===== config.mk =====
export PLATFORM = sky130hd
export DESIGN_NAME = register_file_flat
export DESIGN_NICKNAME = d
export VERILOG_FILES = /design/src/rtl/register_pkg.sv /design/src/rtl/register_file_if.sv /design/src/rtl/clear_sequencer.sv /design/src/rtl/register_file.sv /design/src/flat_wrapper.sv
export SDC_FILE = /design/constraint.sdc
export NUM_CORES = 1
export LEC_CHECK = 0
export ABC_AREA = 1
export CORE_UTILIZATION = 62
export DETAILED_ROUTE_END_ITERATION = 10
export PLACE_DENSITY_LB_ADDON = 0.2
export SLEW_MARGIN = 20
export SYNTH_ARGS = -nofsm -noshare
export SYNTH_HDL_FRONTEND = slang
export SYNTH_SLANG_ARGS = --single-unit

===== constraint.sdc =====
create_clock -name i_clk -period 3.1 [get_ports i_clk]
set_input_delay 0.93 -clock i_clk [delete_from_list [all_inputs] [get_ports i_clk]]
set_output_delay 0.93 -clock i_clk [all_outputs]
set_load 0.05 [all_outputs]

===== src/rtl/register_pkg.sv =====
// Shared constants and state encoding for the register file and its clear sequencer.
package register_pkg;

    localparam int unsigned DefDataWidth = 8;
    localparam int unsigned DefAddrWidth = 3;

    localparam logic IDLE  = 1'b0;
    localparam logic CLEAR = 1'b1;

    typedef enum logic {
        StIdle  = IDLE,
        StClear = CLEAR
    } state_e;

endpackage


===== src/rtl/register_file_if.sv =====
// Bus bundle for the register file: write port, two read ports, clear request and busy flag.
interface register_file_if
    import register_pkg::*;
#(
    parameter int unsigned DataWidth = DefDataWidth,
    parameter int unsigned AddrWidth = DefAddrWidth
);
    logic                 wr_n;
    logic [AddrWidth-1:0] waddr;
    logic [DataWidth-1:0] din;
    logic [AddrWidth-1:0] raddr_a;
    logic [AddrWidth-1:0] raddr_b;
    logic                 clr_n;
    logic [DataWidth-1:0] dout_a;
    logic [DataWidth-1:0] dout_b;
    logic                 busy;

    modport master (
        output wr_n, waddr, din, raddr_a, raddr_b, clr_n,
        input  dout_a, dout_b, busy
    );

    modport slave (
        input  wr_n, waddr, din, raddr_a, raddr_b, clr_n,
        output dout_a, dout_b, busy
    );
endinterface


===== src/rtl/clear_sequencer.sv =====
// Sweep FSM: on a clear request, walks the address space zeroing one entry per falling edge.
module clear_sequencer
    import register_pkg::*;
#(
    parameter int unsigned AddrWidth = DefAddrWidth
) (
    input  logic                 i_clk,
    input  logic                 i_reset,
    input  logic                 i_clr_n,
    output logic                 o_clr_en,
    output logic [AddrWidth-1:0] o_clr_addr,
    output logic                 o_busy,
    output logic                 o_idle
);
    localparam int unsigned          Depth   = 2 ** AddrWidth;
    localparam logic [AddrWidth-1:0] LastIdx = AddrWidth'(Depth - 1);

    state_e               r_state;
    state_e               w_state_next;
    logic [AddrWidth-1:0] r_cnt;
    logic [AddrWidth-1:0] w_cnt_next;

    always_ff @(negedge i_clk) begin
        if (!i_reset) begin
            r_state <= StIdle;
            r_cnt   <= '0;
        end else begin
            r_state <= w_state_next;
            r_cnt   <= w_cnt_next;
        end
    end

    always_comb begin
        w_state_next = r_state;
        w_cnt_next   = r_cnt;
        case (r_state)
            StIdle: begin
                if (!i_clr_n) begin
                    w_state_next = StClear;
                    w_cnt_next   = '0;
                end
            end
            StClear: begin
                w_cnt_next = r_cnt + 1'b1;
                // Stop on the last index explicitly rather than relying on wrap.
                if (r_cnt == LastIdx) begin
                    w_state_next = StIdle;
                    w_cnt_next   = '0;
                end
            end
            default: w_state_next = StIdle;
        endcase
    end

    assign o_clr_en   = (r_state == StClear);
    assign o_clr_addr = r_cnt;
    assign o_busy     = (r_state == StClear);
    assign o_idle     = (r_state == StIdle);
endmodule


===== src/rtl/register_file.sv =====
// General-purpose register bank: one write port, two combinational read ports, hardware clear.
// Optional write-through forwarding to the read ports when REGFILE_BYPASS_EN is defined.
module register_file
    import register_pkg::*;
#(
    parameter int unsigned DataWidth = DefDataWidth,
    parameter int unsigned AddrWidth = DefAddrWidth
) (
    input  logic            i_clk,
    input  logic            i_reset,
    register_file_if.slave  bus
);
    localparam int unsigned Depth = 2 ** AddrWidth;

    logic [DataWidth-1:0] r_mem [Depth];
    logic                 w_clr_en;
    logic [AddrWidth-1:0] w_clr_addr;
    logic                 w_idle;
    logic                 w_we;

    clear_sequencer #(
        .AddrWidth (AddrWidth)
    ) u_clear_sequencer (
        .i_clk      (i_clk),
        .i_reset    (i_reset),
        .i_clr_n    (bus.clr_n),
        .o_clr_en   (w_clr_en),
        .o_clr_addr (w_clr_addr),
        .o_busy     (bus.busy),
        .o_idle     (w_idle)
    );

    // A clear request on the same edge wins over a write.
    assign w_we = w_idle & ~bus.wr_n & bus.clr_n;

    always_ff @(negedge i_clk) begin
        if (!i_reset) begin
            for (int i = 0; i < Depth; i++) begin
                r_mem[i] <= '0;
            end
        end else if (w_clr_en) begin
            r_mem[w_clr_addr] <= '0;
        end else if (w_we) begin
            r_mem[bus.waddr] <= bus.din;
        end
    end

`ifdef REGFILE_BYPASS_EN
    logic w_fwd;
    assign w_fwd = w_idle & ~bus.wr_n & i_reset;

    always_comb begin
        bus.dout_a = r_mem[bus.raddr_a];
        bus.dout_b = r_mem[bus.raddr_b];
        if (w_fwd && (bus.raddr_a == bus.waddr)) bus.dout_a = bus.din;
        if (w_fwd && (bus.raddr_b == bus.waddr)) bus.dout_b = bus.din;
    end
`else
    always_comb begin
        bus.dout_a = r_mem[bus.raddr_a];
        bus.dout_b = r_mem[bus.raddr_b];
    end
`endif
endmodule


===== src/flat_wrapper.sv =====
// flat-port wrapper written by rule: the top's interface ports become plain ports
module register_file_flat import register_pkg::*;
#(
    parameter int unsigned DataWidth = DefDataWidth,
    parameter int unsigned AddrWidth = DefAddrWidth
)
  (i_clk, i_reset, bus_wr_n, bus_waddr, bus_din, bus_raddr_a, bus_raddr_b, bus_clr_n, bus_dout_a, bus_dout_b, bus_busy);
  register_file_if #(.DataWidth(DataWidth), .AddrWidth(AddrWidth)) bus_i ();
  input  logic i_clk;
  input  logic i_reset;
  input wire logic [$bits(bus_i.wr_n)-1:0] bus_wr_n;
  input wire logic [$bits(bus_i.waddr)-1:0] bus_waddr;
  input wire logic [$bits(bus_i.din)-1:0] bus_din;
  input wire logic [$bits(bus_i.raddr_a)-1:0] bus_raddr_a;
  input wire logic [$bits(bus_i.raddr_b)-1:0] bus_raddr_b;
  input wire logic [$bits(bus_i.clr_n)-1:0] bus_clr_n;
  output wire logic [$bits(bus_i.dout_a)-1:0] bus_dout_a;
  output wire logic [$bits(bus_i.dout_b)-1:0] bus_dout_b;
  output wire logic [$bits(bus_i.busy)-1:0] bus_busy;
  assign bus_i.wr_n = bus_wr_n;
  assign bus_i.waddr = bus_waddr;
  assign bus_i.din = bus_din;
  assign bus_i.raddr_a = bus_raddr_a;
  assign bus_i.raddr_b = bus_raddr_b;
  assign bus_i.clr_n = bus_clr_n;
  assign bus_dout_a = bus_i.dout_a;
  assign bus_dout_b = bus_i.dout_b;
  assign bus_busy = bus_i.busy;
  register_file #(.DataWidth(DataWidth), .AddrWidth(AddrWidth)) u_core (.i_clk(i_clk), .i_reset(i_reset), .bus(bus_i));
endmodule

==> key figures, run 1 <==
CTS
  • TritonCTS buffer count: 9
  • H-tree Lvls: 3
  • Post-CTS Hold Buffers: 0
  • Max Buffers Root-to-Sink: 2
  • Number of clock sinks: between 60 and 70
  • Post-CTS Setup Bufs: 5
  • CTS-repair resized insts: 198
  • Root buffer cell: clkbuf_8

Run status
  • Outcome: stopped before the end
  • Stopped at: clock tree synthesis
  • First error: [ERROR DPL-0038] Utilization greater than 100%, impossible to legalize

Logic synthesis
  • Cells after Synth: around 440
  • Main combinational cell family by area after synthesis: simple AND/OR/NAND/NOR gates
  • Mapped Nets: between 400 and 500
  • Area contributors post-synth: edfxtp_1 48%, nand2_1 7.0%, nor2_1 6.0%
  • Sequential fraction of the synthesis area: between 50% and 60%
  • Leading area contributor after synthesis: edfxtp_1
  • Synth warn: 0
  • Syn Area/Cell: slightly above 9 µm²
  • Syn Std Cell Area: approximately 4000 µm²
  • Count of cell types in the netlist: 24
  • Mux cell area share after synthesis: 0%
  • Seq cells post-synth: approximately 70
  • Simple-Gate Fraction of Synth Area: approximately a quarter
  • Fraction of synthesized cell area in xor and xnor cells: 0%
  • Adder-Cell Fraction of Synth Area: less than 1%
  • Yosys top cell area share: roughly 48%
  • Compound-cell area share of the yosys netlist: roughly 18%

Die
  • Die Y-Extent: 82.2 µm
  • Core Rows: 28
  • Die Wd: 82.2 µm
  • I/O pins: 38
  • Initial Util: 65.9%

Place
  • IO Port Bufs: 37
  • Post-detail-place hpwl: slightly above 8000 µm
  • Post-DP Area: between 5000 and 6000 µm²
  • Post-place setup slack: -1.21 ns
  • GP Congestion: 0.824
[cell usage after synthesis]
cell,n
inv_2,2
o21a_1,16
dfxtp_1,4
nor2_8,7
o21ai_0,33
nand2_2,2
nor2_4,2
a32o_1,2
nand2_4,15
a21oi_1,33
edfxtp_1,64
inv_1,43
o211ai_1,32
buf_2,7
clkbuf_1,13
nand2_1,74
nand3_1,19
a211oi_1,1
nor2_1,64
buf_1,3
nand3b_1,1
nor2_2,1
ha_1,2
buf_6,1
[kinds of logic after synthesis]
logic type / count (synthesis)
buf+inv: 69
flops: 68
fa+ha+maj: 2
simple gates: 185
compound gates: 117
[per-stage QoR]
| stage | setup TNS (ns) | cells |
|---|---|---|
| 2_1_floorplan | -57.94 | 441 |
| 3_3_place_gp | -151.49 | 566 |
| 3_5_place_dp | -160.19 | 566 |
==> inputs of run 2 (changes only) <==
--- a/config.mk
+++ b/config.mk
@@ -6,9 +6,9 @@
 export NUM_CORES = 1
 export LEC_CHECK = 0
 export ABC_AREA = 1
-export CORE_UTILIZATION = 62
+export CORE_UTILIZATION = 40
 export DETAILED_ROUTE_END_ITERATION = 10
-export PLACE_DENSITY_LB_ADDON = 0.2
+export PLACE_DENSITY_LB_ADDON = 0.15
 export SLEW_MARGIN = 20
 export SYNTH_ARGS = -nofsm -noshare
 export SYNTH_HDL_FRONTEND = slang
==> key figures, run 2 <==
Critical path
  • CP startpoint kind: flip-flop
  • CP max stage delay: about 0.39 ns
  • Crit path max fanout: 2
  • Cell mode on critical path: nand2_1
  • Critical R2R Launch: u_core.u_clear_sequencer.o_busy
  • Ordered cell list for the critical path: inv_2 > nand2_1 > o211ai_1 > nand2_1 > o21a_4 > buf_12
  • CP startpoint: u_core.r_mem[7][6]
  • WS Path Type: flip-flop to output port
  • Data required, critical path: around 2.2 ns
  • WP data arrival: 3.05 ns
  • Critical path endpoint category: output port
  • Critical-path top delay cell: edfxtp_1
  • R2r worst-path depth: 10

Die
  • I/O pins: 38 (unchanged)
  • Core Rows: 36 (was 28)
  • Placeable Area: around 9700 µm²
  • Die area: 10,400 µm²
  • Die Y-Extent: 102 µm (was 82.2 µm)
  • Initial Util: 41.0% (was 65.9%)
  • Die Wd: 102 µm (was 82.2 µm)

Logic synthesis
  • Area contributors post-synth: edfxtp_1 48%, nand2_1 7.0%, nor2_1 6.0% (unchanged)
  • Ys async rst share: 0% (unchanged)
  • Yosys top cell area share: 48.2% (unchanged)
  • Seq cells post-synth: 68 (unchanged)
  • Post-synth top cells: 74 x nand2_1, 64 x edfxtp_1, 64 x nor2_1 (unchanged)
  • Synth warn: 0 (unchanged)
  • Ys flop type: edfxtp_1 (unchanged)
  • Mapped Nets: 464 (unchanged)
  • Syn Area/Cell: 9.05 µm² (unchanged)
  • Cells after Synth: 441 (unchanged)
  • Leading area contributor after synthesis: edfxtp_1 (unchanged)
  • Sequential fraction of the synthesis area: 50.2% (unchanged)
  • Syn Std Cell Area: 3990 µm² (unchanged)
  • Top-count cell post-synth: nand2_1 (unchanged)
  • Post-synth EDFFs: 64 (unchanged)
  • Count of cell types in the netlist: 24 (unchanged)

Cells and area
  • Max reg flops: 64
  • # nets final: ~600
  • Layout Cells excl Fill: a little over 700
  • Most common cell after layout, fill and taps aside: inv_1
  • Commonest non-fill, non-tap cells in the layout: 86 x inv_1, 64 x edfxtp_1, 59 x nand2_1
  • Layout fillers: between 700 and 800
  • Reg area: about 2000 µm²
  • Inserted Diodes: 0
  • Multi-input gate area: around 2500 µm²
  • Layout cells sized above 1: between 40 and 50%
  • Top reg by flops: u_core.r_mem
  • Layout area overhead: 61.5%

Global route
  • Antenna violations before repair: 0
  • First-pass GRT wire length: between 15,000 and 20,000 µm
  • Grt total ovfl: 0
  • Maximum number of pins on one net before global-route repair: between 60 and 70
  • Total GRT Usage: between 20% and 30%
  • Vias in the first global route: between 3,000 and 4,000

Worst hold path
  • Min-Delay Path Class: flip-flop to flip-flop
  • Worst hold start: u_core.u_clear_sequencer.o_clr_addr[0]
  • Worst Hold Depth: 1

Timing
  • Fin Clk Skew: around 0.027 ns
  • RSZ-0062 raised after global routing: yes
  • Final Hold Fails: 0
  • Slew Limit Fails: 0
  • Final Worst Setup Slack: -0.875 ns
  • Max transition margin: around 82%
  • Worst-margin pin slew: between 0.2 and 0.3 ns
  • Endpoints failing setup: 145

Power and ir drop
  • Leak: 2.67 nW
  • Max VDD drop: roughly 0.35 mV
  • Pwr/cell area: approximately 430 nW/µm²

Routing
  • Initial DRT Pass Iterations: 5
  • Post-DRT Antenna Nets: 0
  • Routed vias/inst: around 5.3
  • DR vias: 3,790
  • DR WL/cell: 17.1 µm
  • DRC violations left: 0
  • Drt total wl: between 10,000 and 15,000 µm
  • Initial DRC count: 367

Run status
  • Outcome: complete, but fails checks (was stopped before the end)
  • Failing checks: setup timing

CTS
  • CTS tree: built
  • Post-CTS Hold Buffers: 0 (unchanged)
  • Max Buffers Root-to-Sink: 2 (unchanged)
  • TritonCTS buffer count: 9 (unchanged)
  • H-tree Lvls: 3 (unchanged)
  • Root buffer cell: clkbuf_8 (unchanged)
  • Number of clock sinks: 68 (unchanged)
  • Insertion delay to the later sink of the worst-skew pair: approximately 0.42 ns
  • Clk slew on worst S/H paths: 0.04 ns

Place
  • Placed cells: 624 (was 566)
  • IO Port Bufs: 37 (unchanged)
  • Post-place setup slack: -1.20 ns (was -1.21 ns)
  • Post-detail-place hpwl: 7780 µm (was 8230 µm)
  • GP Congestion: 0.868 (was 0.824)

Job
  • Max_cap viols: 0
run 2: worst max-delay path: cells and delay by family (launching register included):
family | cells | cell delay (ns)
and+or+nand+nor | 2 | 0.17
DFF | 1 | 0.39
buffers and inverters | 2 | 0.21
AOI/OAI and AO/OA | 2 | 0.32
run 2: per-stage QoR:
step                      hold WS, ns  setup TNS [ns]  cell area (µm²)  utilization [%]  total power [mW]
final                           0.544          -55.12             6450             66.3              2.77
after CTS                       0.533          -46.89             6010             61.8              2.75
after floorplan                 0.461          -57.94             4200                -              1.54
after global placement          0.490         -154.21             5200             53.4              1.77
after global routing            0.601          -60.06             6450             66.3              2.94
after detailed placement        0.502         -157.84             5200             53.4              1.78
run 2: repair_timing:
item / in CTS / in global routing
setup buffers: 8 / 1
pin swaps: 25 / 25
resized for setup: 113 / 111
endpoints found under the setup margin: 149 / 145
run 2: where the power goes:
part / internal, mW / leakage, nW / switching [mW]
combinational: 0.280 / 1.52 / 0.363
clock: 0.421 / 0.456 / 0.636
sequential: 1.05 / 0.697 / 0.0226
total: 1.75 / 2.67 / 1.02
run 2: cell families after synthesis:
family | after synthesis | synth area share (%)
AOI/OAI and AO/OA | 117 | 18.0
adders and majority gates | 2 | 0.627
buffers and inverters | 69 | 6.90
DFF | 68 | 50.2
and+or+nand+nor | 185 | 24.3
run 2: area by class of cell:
cell class	count	share of cell area (%)
multi-input combinational	304	39.3
tap	133	2.58
inverter	44	2.68
timing repair buffer	83	17.5
sequential	68	31.1
clock inverter	75	4.89
clock buffer	9	1.92
run 2: metal layers:
layer | vias up | GRT usage (%) | wire length [µm] | share of wire (%)
met3 | 35 | 6.77 | 713 | 5.8
met4 | 0 | 11.1 | 390 | 3.2
met2 | 143 | 41.4 | 6330 | 52
li1 | 1802 | - | - | -
met5 | - | 0 | 0 | 0
met1 | 1810 | 29.9 | 4810 | 39
run 2: final timing paths:
| kind | end | slack (ns) |
|---|---|---|
| max | bus_dout_a[6] | -0.88 |
| min | u_core.u_clear_sequencer.o_clr_addr[0] | 0.54 |
| max reg2reg | u_core.r_mem[0][0] | 1.35 |
| min reg2reg | u_core.u_clear_sequencer.o_clr_addr[0] | 0.54 |
Note: power is estimated with default switching activity, not from simulation.
